[src/rtl/demux_stream.sv]
// Registered 1-to-N_CH stream demultiplexer with directed, broadcast and round-robin routing.
// Each channel holds one word in an output register and can drain and refill on the same edge.
module demux_stream #(
  parameter int WIDTH = 8,
  parameter int N_CH  = 4,
  parameter int SEL_W = 2
) (
  input  logic                    clk,
  input  logic                    rst_n,
  input  logic [1:0]              mode,
  input  logic                    in_valid,
  output logic                    in_ready,
  input  logic [WIDTH-1:0]        in_data,
  input  logic [SEL_W-1:0]        in_sel,
  output logic [N_CH-1:0]         out_valid,
  input  logic [N_CH-1:0]         out_ready,
  output logic [N_CH*WIDTH-1:0]   out_data,
  output logic [SEL_W-1:0]        rr_ptr,
  output logic                    sel_err
);

  localparam logic [SEL_W:0]   N_CH_L  = (SEL_W+1)'(N_CH);
  localparam logic [SEL_W-1:0] RR_LAST = SEL_W'(N_CH - 1);

  logic [N_CH-1:0]       vld_p0;
  logic [N_CH*WIDTH-1:0] data_p0;
  logic [SEL_W-1:0]      rr_ptr_p0;
  logic                  sel_err_p0;

  logic [N_CH-1:0] free;
  logic [N_CH-1:0] load;
  logic            is_dir;
  logic            is_bcast;
  logic            is_rr;
  logic            sel_ok;
  logic            sel_free;
  logic            rr_free;
  logic            accept;

  always_comb begin
    free     = ~vld_p0 | out_ready;
    is_bcast = (mode == 2'b01);
    is_rr    = (mode == 2'b10);
    is_dir   = !is_bcast && !is_rr;
    sel_ok   = ({1'b0, in_sel} < N_CH_L);
    sel_free = 1'b0;
    rr_free  = 1'b0;
    for (int i = 0; i < N_CH; i++) begin
      if (in_sel == SEL_W'(i))    sel_free = free[i];
      if (rr_ptr_p0 == SEL_W'(i)) rr_free  = free[i];
    end
    if (is_bcast)   in_ready = &free;
    else if (is_rr) in_ready = rr_free;
    else            in_ready = sel_ok ? sel_free : 1'b1;
    accept = in_valid & in_ready;
    load   = '0;
    // An out-of-range select matches no channel, so the word is simply dropped.
    for (int i = 0; i < N_CH; i++) begin
      load[i] = accept & (is_bcast
                          | (is_rr  & (rr_ptr_p0 == SEL_W'(i)))
                          | (is_dir & (in_sel == SEL_W'(i))));
    end
  end

  // Stage p0: per-channel output registers, round-robin pointer and error pulse
  always_ff @(posedge clk) begin
    if (!rst_n) begin
      vld_p0     <= '0;
      data_p0    <= '0;
      rr_ptr_p0  <= '0;
      sel_err_p0 <= 1'b0;
    end else begin
      for (int i = 0; i < N_CH; i++) begin
        if (load[i]) begin
          vld_p0[i]                  <= 1'b1;
          data_p0[i*WIDTH +: WIDTH]  <= in_data;
        end else if (out_ready[i]) begin
          vld_p0[i] <= 1'b0;
        end
      end
      if (accept && is_rr)
        rr_ptr_p0 <= (rr_ptr_p0 == RR_LAST) ? '0 : rr_ptr_p0 + SEL_W'(1);
      sel_err_p0 <= accept & is_dir & ~sel_ok;
    end
  end

  assign out_valid = vld_p0;
  assign out_data  = data_p0;
  assign rr_ptr    = rr_ptr_p0;
  assign sel_err   = sel_err_p0;

endmodule

[config.mk]
export PLATFORM = sky130hd
export DESIGN_NAME = demux_stream
export DESIGN_NICKNAME = d
export VERILOG_FILES = /design/src/rtl/demux_stream.sv
export SDC_FILE = /design/constraint.sdc
export NUM_CORES = 1
export LEC_CHECK = 0
export ABC_AREA = 1
export CORE_ASPECT_RATIO = 0.7
export CORE_MARGIN = 4
export CORE_UTILIZATION = 44
export DETAILED_ROUTE_END_ITERATION = 6
export GPL_ROUTABILITY_DRIVEN = 0
export HOLD_SLACK_MARGIN = 0.06
export PLACE_DENSITY = 0.76
export SLEW_MARGIN = 10
export SYNTH_ARGS = -nofsm -noshare
export SYNTH_HDL_FRONTEND = slang
export SYNTH_SLANG_ARGS = --single-unit
[constraint.sdc]
create_clock -name clk -period 1.45 [get_ports clk]
set_input_delay 0.2175 -clock clk [delete_from_list [all_inputs] [get_ports clk]]
set_output_delay 0.2175 -clock clk [all_outputs]
set_load 0.01 [all_outputs]
-- After elaboration in Yosys (flattened, before gate mapping)
Cells that the tools add are included.
- $add $sub $neg: 1
- equal/unequal tests: 8
- muxes and demuxes: 19
- bitwise logic cells: 23
- reduce and logical (&&, ||, !) cells: 11
- operator list (kind ; number):
    two-way mux 1 bit ; 18
    bitwise AND 1 bit ; 13
    == test 2 bit (second input constant) ; 5
    bitwise OR 1 bit ; 8
    nonzero test 2 bit ; 4
    == test 2 x 1 -> 1 bit (second input constant) ; 3
    zero test 2 bit ; 2
    inverter 4 bit ; 1
    bitwise OR 4 bit ; 1
    AND reduction 4 bit ; 1
    adder 2 x 1 -> 2 bit (second input constant) ; 1
    logical AND 1 bit ; 2
    zero test 1 bit ; 2
    two-way mux 2 bit ; 1
- register bits after elaboration: 38
- input bits: 19
- output and inout port bits: 40
- word-level logic and storage cells: 71

-- Longest topological paths before layout
Gate-level depths: netlist of the first run.
- word-level depth: 11
- mapped depth: 14
- depth with buffers taken out: 14

-- Worst setup path after synthesis of the first run
OpenSTA, ideal clock, no wires.
- path type: register to register
- start: reg rr_ptr_p0[1] (netlist: rr_ptr[1])
- end: reg data_p0[0] (netlist: out_data[0])
- library setup time: 0.110 ns
- arrival time: 1.526 ns
- data required time: 1.340 ns
- path slack: -0.186 ns
- stages on the path, launching flop included: 14
- buffers on the path: 1
- clock period less this slack: 1.636 ns
- cells stage by stage: dfxtp_1 -> inv_1 -> ha_1 -> nor2_1 -> nand2_1 -> nand3_1 -> nand2_1 -> nand2_1 -> nand3_2 -> nand2_4 -> buf_6 -> nand4_1 -> nand2_1 -> nor2_1
- word-level cells in the longest chain between the ends: 9
- elaborated cells on any way between the ends: 15
- those cells by class: eq/ne (3); mux (6); bitwise (5); reduce/logical (1)
- ends and longest elaborated chain (element ; RTL line ; RTL):
    start, declared ; 27 ; logic [SEL_W-1:0] rr_ptr_p0;
    start signal, assigned ; 82 ; rr_ptr_p0 <= (rr_ptr_p0 == RR_LAST) ? '0 : rr_ptr_p0 + SEL_W'(1);
    zero test 2 bit ; 50 ; if (rr_ptr_p0 == SEL_W'(i)) rr_free = free[i];
    two-way mux 1 bit (3 in series) ; 50 ;
    two-way mux 1 bit (*) ; 50 ;
    two-way mux 1 bit (*) ; 53 ; else if (is_rr) in_ready = rr_free;
    two-way mux 1 bit (*) ; 52 ; if (is_bcast) in_ready = &free;
    via in_ready ; 12 ; output logic in_ready,
    bitwise AND 1 bit (*) ; 55 ; accept = in_valid & in_ready;
    bitwise AND 1 bit (*) ; 59 ; load[i] = accept & (is_bcast
    end signal, assigned by index ; 76 ; data_p0[i*WIDTH +: WIDTH] <= in_data;
    end, declared ; 26 ; logic [N_CH*WIDTH-1:0] data_p0;
The timed path passes the listed nets; every way through them passes the cells marked *.
A chain may end at the register's enable or synchronous reset.

-- Worst setup path in the final report of the first run
- start: in mode[1]
- end: out in_ready
- word-level cells in the longest chain between the ends: 3
- elaborated cells on any way between the ends: 4
- those cells by class: eq/ne (2); mux (2)
- ends and longest elaborated chain (element ; RTL line ; RTL):
    start, declared ; 10 ; input logic [1:0] mode,
    == test 2 bit ; 43 ; is_rr = (mode == 2'b10);
    two-way mux 1 bit ; 53 ;
    two-way mux 1 bit (*) ; 52 ;
    end, declared ; 12 ;
Mark *: on every way between the ends. The rest lies on a longest branch, timed or not.

==> implementation parameters, run 1 <==
Parameter                              Value

Global route
  Wire length of the first global-routing pass    10.67 mm
  Overall overflow remaining after global route    0
  Pin count of the biggest net entering global routing    36
  Combined global-route utilization of all metal layers    21.65%
  Antenna violations before repair    0
  Number of global-route vias before repair    2309

Detailed routing
  Detailed-route via count    2430
  Via density per instance    4.949
  Post-detailed-route DRC marker count    0
  Post-route antenna net violation count    0
  Starting DRT DRC Count    280
  First-pass DRT Iterations    5
  Per-cell routed wire length    14.18 um
  Overall routed net length    6.962 mm

Run status
  Violated checks    setup timing
  Run status    finished with violations

Clock tree
  CTS Sinks    38
  CTS tree    done
  Clock latency on the worst-skew pair    0.29 ns
  Number of buffers created by CTS    5
  Clock H-tree levels    2
  Clock Tree Root    clkbuf_8
  Hold-fix buffer count after cts    0
  Clock-pin slew on the worst setup and hold paths    0.07 ns
  Maximum clock insertion buffer count    2

STA
  Unrepaired setup endpoints after global routing    yes
  Number of pins exceeding their max-slew limit in the final report    0
  Final Hold Fails    0
  Maximum clock frequency    559.2 MHz
  Shortest clock period the worst path allows after layout    1.788 ns
  Post-Route Hold Slack    between 0.5 and 0.6 ns
  Worst setup margin    -0.3384 ns
  Post-Route Skew    0.01010 ns
  Post-route fraction of the period consumed by the critical path    123.3%
  Total of endpoints with negative setup slack in the final report    39

Critical path
  CP Class    in2out
  Reg2Reg Depth    10
  FF-to-FF Start    rr_ptr[1]
  Capture point of the worst reg-to-reg path    out_data[2]
  Worst Path Required    approximately 1.2 ns
  Worst-path maximum fanout    3
  Startpoint kind of the worst setup timing path    input pin
  Arrival time at the worst endpoint    1.57 ns
  Critical path endpoint    in_ready
  Worst setup slack for register-to-register paths    -0.29 ns
  Worst Setup SP    mode[1]
  Endpoint class of the critical path    output pin

Synthesis
  Total standard cell area after synthesis    0.002230 sq mm
  Part of the Yosys area used for sequential elements    34.12%
  Mean cell area of the mapped netlist    6.696 sq um
  Synthesized flop and latch total    38
  Total of warnings raised by yosys    0
  Nets in the synthesized netlist    358
  Cell count after synthesis    ~330
  Count of different cell masters after synthesis    22

Die
  Number of placed I/O pins    59
  Die Area    between 0.006 and 0.007 sq mm
  Initial Util    between 40% and 50%
  FP Rows    21
  Die Ht    67.56 um
  Die span in x    between 90 and 100 um
  Placeable core region    0.004835 sq mm

Cells and area
  Leading cell types in the layout, fill and taps excluded    71 x inv_1, 69 x nand2_1, 49 x clkdlybuf4s50_1
  Synth-to-layout area growth    56.73%
  Utilization after layout    72.28%
  Final-layout fill cell count    387
  Layout cell share with drive strength beyond 1    27.01%
  Net count reported at finish    446
  Most common cell after layout, fill and taps aside    inv_1
  Number of diodes    0

Place
  Final HPWL from detailed placement    ~4.3 mm
  Count of buffers from port buffering    57

Pwr
  Pwr/cell area    around 880 mW/mm^2
  Leakage power    0.001729 uW
  Worst-case vdd ir drop    616.6 uV

Worst hold path
  Classification of the worst-slack hold path    reg2reg

Flow run
  Number of max-cap violations    0
==> synthesized netlist by cell type <==
cell type	number	area (sq um)
buf_4	1	7.510
dfxtp_1	38	760.7
nand2_1	81	304.0
o21ai_2	1	8.760
a21oi_1	6	30.03
nand2_4	2	22.52
clkbuf_4	1	7.510
clkbuf_1	5	18.77
inv_2	7	26.28
nand4_1	36	225.2
nand3_2	1	10.01
buf_6	3	33.78
buf_1	2	7.510
or2_1	1	6.260
inv_1	86	322.8
nand2_2	5	31.28
conb_1	1	3.750
nand4_4	4	85.08
o221ai_4	3	78.83
ha_1	6	75.07
nand3_1	2	10.01
nor2_1	41	153.9
==> timing repair <==
action,CTS,global route
cloned,5,0
setup buffers,1,1
setup endpoints to repair,40,45
resized for setup,25,47
pin swaps,8,50
==> kinds of logic after synthesis <==
family          share of synthesized area, %
compound gates                         5.275
fa+ha+maj                              3.367
simple gates                           38.05
buf+inv                                19.02
flops                                  34.12
other cells                           0.1682
==> stage by stage <==
stage	setup TNS, ns	total power (uW)	std cells	setup WS (ns)	cell area [sq um]
floorplan	-1.098	1703	333	-0.04822	2260
global placement	-20.30	2077	476	-0.6308	3097
detailed placement	-21.11	2093	476	-0.6469	3097
CTS	-8.034	3002	490	-0.2606	3382
global route	-13.40	3246	491	-0.4077	3495
finish	-9.056	3084	491	-0.3384	3495
==> where the power goes <==
part	leakage (uW)	switching (uW)	total (uW)	internal, uW
Clock	0.0000561	390	827	437
Sequential	0.000314	53.1	1190	1130
Combinational	0.00136	580	1070	492
Total	0.00173	1020	3080	2060
==> how the worst min path moves through the flow <==
stage                       startpoint  depth (start not counted)           end
after floorplan           out_ready[2]                          3  out_valid[2]
after global placement     out_data[1]                          4   out_data[1]
after detailed placement  out_data[13]                          4  out_data[13]
after CTS                 out_data[13]                          4  out_data[13]
after global routing      out_data[22]                          4  out_data[22]
final                     out_data[20]                          4  out_data[20]
==> flip-flops by register name, summed over array words and instances (netlist names) <==
name,flops
out_data,32
out_valid,4
rr_ptr,2
==> metal layers <==
| layer | track usage [%] | part of all wire, % | up-vias |
|---|---|---|---|
| met3 | 4.566 | 8.6 | 27 |
| met5 | 0 | 0 | - |
| li1 | - | - | 1193 |
| met2 | 35.52 | 46 | 124 |
| met4 | 8.044 | 2.9 | 0 |
| met1 | 28.40 | 43 | 1086 |
==> cell type report <==
class,instances,area (sq um),area share (%)
inverter,93,356.6,10.20
multi-input combinational,195,1289,36.88
clock inverter,2,10.01,0.2864
clock buffer,6,93.84,2.685
sequential,38,768.2,21.98
timing repair buffer,88,890.9,25.49
tap,69,86.33,2.470
==> worst max-delay path, cell delays in order <==
cell and delay, ns:
clkdlybuf4s50_1 0.51, ha_1 0.22, inv_2 0.06, a21oi_1 0.18, nand2_2 0.10, nand3_2 0.09
nand2_4 0.07, buf_6 0.12
Note: power is estimated with default switching activity, not from simulation.
==> run 2, diff against run 1 <==
- RECOVER_POWER: unset -> 100
- SLEW_MARGIN: 10 -> unset
==> implementation parameters, run 2 (synthesis gave the netlist of run 1 again) <==
Parameter                              Value

Cells and area
  Number of diodes    0
  Leading cell types in the layout, fill and taps excluded    71 x inv_1, 69 x nand2_1, 49 x clkdlybuf4s50_1
  Net count reported at finish    446
  Most common cell after layout, fill and taps aside    inv_1
  Layout cell share with drive strength beyond 1    between 20% and 30%
  Number of flip-flops under the largest register name    32
  Synth-to-layout area growth    56.40%

Clock tree
  Clock Tree Root    clkbuf_8
  Number of buffers created by CTS    5
  Hold-fix buffer count after cts    0
  Clock latency on the worst-skew pair    between 0.2 and 0.3 ns
  Clock H-tree levels    2
  Maximum clock insertion buffer count    2
  CTS Sinks    38
  Clock-pin slew on the worst setup and hold paths    0.07 ns
  CTS tree    done

Die
  Die Area    ~0.0063 sq mm
  Die span in x    between 90 and 100 um
  Initial Util    46.12%
  Number of placed I/O pins    slightly below 60
  Die Ht    around 68 um
  Placeable core region    0.004835 sq mm
  FP Rows    21

Detailed routing
  Detailed-route via count    2435
  Routed length on met3    roughly 580 um
  First-pass DRT Iterations    6
  Met2 routed WL    3.239 mm
  Post-route antenna net violation count    0
  Starting DRT DRC Count    293
  Per-cell routed wire length    14.20 um
  Top metal layer carrying routed signals    met4
  Wire length on met1    3.022 mm
  Overall routed net length    6.971 mm
  Post-detailed-route DRC marker count    0
  Via density per instance    roughly 5.0

Worst hold path
  Start point of the worst min-delay path    out_data[20]
  Terminating pin of the worst hold path    out_data[20]
  Classification of the worst-slack hold path    reg2reg
  Number of stages on the worst hold path    4

Critical path
  Longest individual stage delay on the worst path    0.51 ns
  Endpoint class of the critical path    output pin
  CP Class    in2out
  Reg2Reg Depth    10
  Worst-path maximum fanout    3
  Worst Path Required    1.23 ns
  Startpoint kind of the worst setup timing path    input pin
  Capture point of the worst reg-to-reg path    out_data[2]
  Worst setup slack for register-to-register paths    -0.29 ns
  Worst-path cell chain    clkdlybuf4s50_1 > ha_1 > inv_2 > a21oi_1 > nand2_2 > nand3_2 > nand2_4 > buf_6
  FF-to-FF Start    rr_ptr[1]
  Arrival time at the worst endpoint    around 1.6 ns
  Cell type of the slowest stage on the worst timing path    clkdlybuf4s50_1

STA
  Post-route fraction of the period consumed by the critical path    123.3%
  Total of endpoints with negative setup slack in the final report    39
  Shortest clock period the worst path allows after layout    1.787 ns
  Number of pins exceeding their max-slew limit in the final report    0
  Worst setup margin    -0.3374 ns
  Post-Route Skew    0.01059 ns
  Final Hold Fails    0
  Post-Route Hold Slack    0.5046 ns
  Unrepaired setup endpoints after global routing    yes
  Maximum clock frequency    559.5 MHz

Pwr
  Total design power    3085 uW
  Pwr/cell area    884.5 mW/mm^2
  Worst-case vdd ir drop    616.1 uV
  Leakage power    0.001678 uW

Global route
  Overall overflow remaining after global route    0
  Wire length of the first global-routing pass    10.67 mm
  Combined global-route utilization of all metal layers    21.65%
  Pin count of the biggest net entering global routing    36
  Antenna violations before repair    0
  Number of global-route vias before repair    2309

Place
  Count of buffers from port buffering    57
  Final HPWL from detailed placement    4.287 mm

Run status
  Run status    finished with violations
  Violated checks    setup timing

Flow run
  Number of max-cap violations    0
run 2: cell types whose count changed in the layout (fill, tap and decap cells not counted):
cell,delta
dlymetal6s2s_1,-3
clkdlybuf4s25_1,+3
run 2: through the flow:
step           cells  area [sq um]  TNS, ns  worst slack, ns  util [%]
2_1_floorplan    333          2260   -1.098         -0.04822         -
3_3_place_gp     476          3097   -20.30          -0.6308     64.05
3_5_place_dp     476          3097   -21.11          -0.6469     64.05
4_1_cts          490          3382   -8.034          -0.2606     69.95
5_1_grt          491          3487   -13.40          -0.4077     72.13
6_report         491          3487   -8.934          -0.3374     72.13
run 2: critical path: cells and delay by family:
kind            cells  cell delay [ns]
compound gates      1             0.18
fa+ha+maj           1             0.22
simple gates        3             0.26
buf+inv             3             0.69
run 2: how the worst max path moves through the flow:
stage                            start           to  slack [ns]  depth (start not counted)
after floorplan              rr_ptr[1]  out_data[0]       -0.05                         14
after global placement    out_ready[3]     in_ready       -0.63                          7
after detailed placement  out_ready[3]     in_ready       -0.65                          7
after CTS                    rr_ptr[0]     in_ready       -0.26                         10
after global routing         rr_ptr[1]  out_data[2]       -0.41                         14
final                          mode[1]     in_ready       -0.34                          8
run 2: per-layer routing:
metal	global-route usage, %	vias up
met3	4.566	14
li1	-	1195
met1	28.40	1115
met5	0	-
met4	8.044	0
met2	35.52	111
run 2: area by class of cell:
| class | count | area (sq um) |
|---|---|---|
| fillers | 389 | 1348 |
| multi-input cells | 195 | 1289 |
| repair buffers | 88 | 883.3 |
| flip-flops and latches | 38 | 768.2 |
| inverters | 93 | 356.6 |
| clock buffers | 6 | 93.84 |
| well taps | 69 | 86.33 |
| clock inverters | 2 | 10.01 |
run 2: what timing repair did:
action,CTS,global route
gates resized for setup,25,47
endpoints found under the setup margin,40,45
gates cloned,5,0
pin swaps,8,50
setup buffers,1,1
run 2: power by group:
part           internal [uW]  switching [uW]
Clock                    437             391
Sequential              1130            53.6
Combinational            491             579
Total                   2060            1020
